$ cat config.mk
export PLATFORM = sky130hd
export DESIGN_NAME = add_sub_top
export DESIGN_NICKNAME = d
export VERILOG_FILES = /design/src/rtl/add_sub_top.sv
export SDC_FILE = /design/constraint.sdc
export NUM_CORES = 1
export LEC_CHECK = 0
export CORE_UTILIZATION = 30
export DETAILED_ROUTE_END_ITERATION = 10
export PLACE_DENSITY = 0.55
export SYNTH_ARGS = -nofsm -noshare
export SYNTH_HDL_FRONTEND = slang
export SYNTH_SLANG_ARGS = --single-unit
$ cat constraint.sdc
create_clock -name clk -period 26.4 [get_ports clk]
set_input_delay 7.92 -clock clk [delete_from_list [all_inputs] [get_ports clk]]
set_output_delay 7.92 -clock clk [all_outputs]
set_load 0.01 [all_outputs]
$ cat src/rtl/add_sub_top.sv
// Single-precision IEEE-754 adder/subtractor: combinational swap/align/add/
// normalize/round datapath with one output register stage.
module add_sub_top (
    input  logic        clk,
    input  logic        rst,
    input  logic        sign1,
    input  logic [7:0]  exp1,
    input  logic [22:0] sig1,
    input  logic        sign2,
    input  logic [7:0]  exp2,
    input  logic [22:0] sig2,
    input  logic        opcode,
    output logic [31:0] fp_out,
    output logic [2:0]  error
);

    localparam logic [31:0] QNAN = 32'h7FC0_0000;

    // Index of the leading one, expressed as a left-shift distance
    function automatic logic [4:0] lzc27(input logic [26:0] v);
        logic [4:0] lz;
        lz = 5'd27;
        for (int i = 0; i < 27; i++)
            if (v[i]) lz = 5'(26 - i);
        return lz;
    endfunction

    logic        sign2_eff;
    logic        nan1, nan2, inf1, inf2, zero1, zero2;
    logic        swap;
    logic        sa, sb;
    logic [7:0]  ea, eb;
    logic [22:0] fa, fb;
    logic [26:0] ma, mb, mb_al;
    logic [7:0]  shamt;
    logic [53:0] shift_full;
    logic [27:0] sum;
    logic [4:0]  lz;
    logic [26:0] mn;
    logic signed [9:0] en, er;
    logic        rnd_up;
    logic [24:0] m25;
    logic [22:0] frac;
    logic [31:0] res;
    logic [2:0]  err;

    always_comb begin
        sign2_eff = sign2 ^ opcode;
        nan1  = (exp1 == 8'hFF) && (sig1 != 23'd0);
        nan2  = (exp2 == 8'hFF) && (sig2 != 23'd0);
        inf1  = (exp1 == 8'hFF) && (sig1 == 23'd0);
        inf2  = (exp2 == 8'hFF) && (sig2 == 23'd0);
        zero1 = (exp1 == 8'd0);
        zero2 = (exp2 == 8'd0);

        // Operand A always carries the larger magnitude
        swap = {exp2, sig2} > {exp1, sig1};
        sa = swap ? sign2_eff : sign1;
        ea = swap ? exp2 : exp1;
        fa = swap ? sig2 : sig1;
        sb = swap ? sign1 : sign2_eff;
        eb = swap ? exp1 : exp2;
        fb = swap ? sig1 : sig2;

        ma = {|ea, fa, 3'b000};
        mb = {|eb, fb, 3'b000};

        // Align B; everything shifted below the sticky slot collapses into it
        shamt      = ea - eb;
        shift_full = {mb, 27'd0} >> shamt;
        if (shamt >= 8'd27) begin
            mb_al = {26'd0, |mb};
        end else begin
            mb_al    = shift_full[53:27];
            mb_al[0] = shift_full[27] | (|shift_full[26:0]);
        end

        // Swap guarantees A >= B, so the difference never goes negative
        if (sa == sb) sum = {1'b0, ma} + {1'b0, mb_al};
        else          sum = {1'b0, ma} - {1'b0, mb_al};

        lz = 5'd0;
        if (sum[27]) begin
            mn = {sum[27:2], sum[1] | sum[0]};
            en = $signed({2'b00, ea}) + 10'sd1;
        end else begin
            lz = lzc27(sum[26:0]);
            mn = sum[26:0] << lz;
            en = $signed({2'b00, ea}) - $signed({5'd0, lz});
        end

        // Round to nearest, ties to even, on G/R/S
        rnd_up = mn[2] & (mn[1] | mn[0] | mn[3]);
        m25    = {1'b0, mn[26:3]} + {24'd0, rnd_up};
        frac   = m25[24] ? m25[23:1] : m25[22:0];
        er     = en + $signed({9'd0, m25[24]});

        res = {sa, er[7:0], frac};
        err = 3'b000;

        if (nan1 || nan2) begin
            res = QNAN;
            err = 3'b100;
        end else if (inf1 && inf2 && (sign1 != sign2_eff)) begin
            res = QNAN;
            err = 3'b100;
        end else if (inf1) begin
            res = {sign1, 8'hFF, 23'd0};
        end else if (inf2) begin
            res = {sign2_eff, 8'hFF, 23'd0};
        end else if (zero1 && zero2) begin
            // Only (-0) + (-0) keeps the negative sign
            res = {sign1 & sign2_eff, 31'd0};
        end else if (zero2) begin
            res = {sign1, exp1, sig1};
        end else if (zero1) begin
            res = {sign2_eff, exp2, sig2};
        end else if (sum == 28'd0) begin
            res = 32'd0;
        end else if (er >= 10'sd255) begin
            res = {sa, 8'hFF, 23'd0};
            err = 3'b001;
        end else if (er <= 10'sd0) begin
            res = {sa, 31'd0};
            err = 3'b010;
        end
    end

    always_ff @(posedge clk) begin
        if (rst) begin
            fp_out <= 32'd0;
            error  <= 3'b000;
        end else begin
            fp_out <= res;
            error  <= err;
        end
    end

endmodule

==> flow_summary.yaml <==
run_status:
  status: "finished, final reports clean"
floorplan:
  start_util_pct: 30.6
  row_count: 76
  dieArea_um2: 45100
  ios: 102
  die_height_um: 212
  coreArea_um2: 43400
  die_width_um: 212
power:
  ir_worst_vdd_v: 0.0000226
  comb_power_share_pct: 86.1
  p_clk_share_pct: 6.3
  cellPowerDensity_nw_per_um2: 67.4
  swShare_pct: 59.8
  intPower_mw: 0.401
  seqPwrFrac_pct: 7.7
  p_leak_nw: 5.68
  power_switching_mw: 0.598
global_routing:
  grt-ovfl-total: 0
  grt_pass1_wl_um: 97400
  grt_pass1_vias: 15400
  grt.total_usage_pct: 28.3
  grt_max_degree: 66
  antenna_found_initial: 1
clock_tree:
  cts_resized: 0
  cts_max_level: 2
  cts_inserted_buffers: 5
  cts_setup_buffers: 0
  cts_buffer_depth: 2
  clk_pin_slew_worst_paths_ns: 0.07
  tritoncts_num_sinks: 35
  postCtsHoldBufs: 0
  cts_root_buffer: "clkbuf_16"
  cts_tree: "built"
routing:
  first_iter_violations: 2341
  vias: 16700
  avgRoutedWirePerCell_um: 25.9
  first_pass_iters: 5
  ant_nets: 0
  totalWireLength_um: 66000
  via_per_inst: 6.53
  drc_errors: 0
timing:
  period_share_pct: 95.4
  slew_headroom_pct: 17.1
  slew_viol_final: 0
  finalSetupTns_ns: 0
  rsz0062_at_grt: "no"
  max_freq_mhz: 39.7
  setup_viol: 0
  fin_crit_ns: 25.19
  hold_violations: 0
  tightest_slew_ns: 1.23
worst_setup_path:
  critPathArrivalTime_ns: 25.38
  cpMaxStageDelayCell: "mux2i_1"
  cp_max_fo: 29
  critPathLaunchType: "primary input"
  cpPeakStageDelay_ns: 0.74
  endpoint_kind: "flop"
  worst-setup-path-type: "primary input to flop"
  cpMostUsedCell: "a21oi_1"
  crit_required_ns: 26.59
logic_synthesis:
  synthesis.nets: 2113
  synth-edff-count: 0
  synth_flop_cell: "dfxtp_1"
  seq_area_frac_synth_pct: 5.28
  yosysTopAreaCellShare_pct: 8.77
  async_flop_share_pct: 0
  synthDistinctLibCells: 118
  synth-seq-cells: 35
  postSynthCellCount: 1951
  synth_warnings: 0
  synthTopCellsByArea: "ha_1 (8.8%), a21oi_1 (6.4%), nand2_1 (5.5%)"
  syn_area_per_cell_um2: 6.80
  yosysTopAreaCell: "ha_1"
  syn_area_um2: 13300
finish:
  multi_input_comb_area_um2: 11600
  antenna_cells: 0
  final_net_count: 2125
  register_area_um2: 701
  fillers: 4757
  drive_gt1_share_pct: 7.74
  utilization_pct: 34.2
  syn2layout_area_growth_pct: 11.7
placed_design:
  dp_hpwl_um: 52200
  place.gp.congestion: 1.04
  numPortBuffers: 101
flow_run:
  drv_cap: 0
hold_path:
  hold_depth: 3
  hp-class: "primary input to flop"
layout by cell type (no fill, tap or decap), types with 24 or more instances in the layout:
cell / netlist / final
a211oi_1: 48 / 48
a21o_1: 31 / 31
a21oi_1: 169 / 169
and3_1: 24 / 24
buf_4: 4 / 29
clkdlybuf4s50_1: 0 / 101
dfxtp_1: 35 / 35
ha_1: 93 / 92
inv_1: 106 / 106
mux2i_1: 58 / 58
nand2_1: 194 / 193
nand2b_1: 34 / 34
nand3_1: 67 / 67
nand4_1: 36 / 36
nor2_1: 137 / 136
nor3_1: 61 / 61
nor4_1: 28 / 28
o211ai_1: 41 / 41
o21ai_0: 135 / 134
o22ai_1: 31 / 31
xnor2_1: 38 / 38
sequential cells by signal, indices dropped and copies added, names as in the netlist:
signal  count
fp_out     32
error       3
critical path, delay by kind of cell:
family,cells,cell delay [ns]
fa+ha+maj,4,1.46
simple gates,21,6.26
xor+xnor,1,0.60
compound gates,25,5.93
buf+inv,4,1.49
mux,3,1.66
layer usage:
layer | routed length [um] | part of all wire [%] | track usage [%] | vias to the layer above
li1 | - | - | - | 7490
met1 | 27000 | 41 | 37.3 | 7936
met2 | 29100 | 44 | 44.9 | 1019
met3 | 6150 | 9.3 | 4.39 | 205
met4 | 3730 | 5.7 | 13.9 | 2
met5 | 7 | 0.011 | 0 | -
kinds of logic (layout without fill, tap and decap cells):
| group | after synthesis | in the layout | synth area share (%) |
|---|---|---|---|
| flops | 35 | 35 | 5.28 |
| simple gates | 697 | 697 | 26.8 |
| xor+xnor | 62 | 62 | 4.25 |
| compound gates | 743 | 743 | 39.5 |
| buf+inv | 234 | 247 | 7.40 |
| fa+ha+maj | 95 | 95 | 9.07 |
| mux | 85 | 85 | 7.69 |
final timing paths:
check	start	end	slack, ns
worst max-delay path	exp1[3]	fp_out[18]	1.21
worst min-delay path	sign1	fp_out[31]	8.40
power by group through the flow:
stage                     sequential [mW]  combinational [mW]  clock, mW
after floorplan                    0.0810               0.553          0
after global placement             0.0780               0.830          0
after detailed placement           0.0777               0.825          0
after CTS                          0.0764               0.830     0.0640
after global routing               0.0773               0.909     0.0652
final                              0.0765               0.860     0.0630
cell usage after synthesis (36+ instances only):
master      n
nand3_1    67
clkbuf_1   75
nand2_1   194
o21ai_0   135
nand4_1    36
inv_1     106
mux2i_1    58
nor2_1    137
a21oi_1   169
xnor2_1    38
o211ai_1   41
ha_1       93
a211oi_1   48
nor3_1     61
metrics by stage:
stage / power [mW] / cells / hold WS [ns] / setup slack, ns / area, um^2
5_1_grt: 1.05 / 2549 / 8.42 / 0.185 / 14800
3_5_place_dp: 0.903 / 2541 / 8.66 / 1.55 / 14700
6_report: 0.999 / 2549 / 8.40 / 1.21 / 14800
3_3_place_gp: 0.908 / 2541 / 8.67 / 1.69 / 14700
4_1_cts: 0.970 / 2549 / 8.38 / 1.78 / 14800
2_1_floorplan: 0.634 / 1951 / 8.00 / 5.08 / 13300
area by class of cell:
cell class,instances,share of cell area (%)
Multi-Input combinational cell,1682,78.2
Tap cell,585,4.94
Timing Repair Buffer,130,8.29
Inverter,109,2.76
Clock buffer,6,0.937
Sequential cell,35,4.73
Clock inverter,2,0.110
No activity file was read; power rests on OpenSTA's default activity.
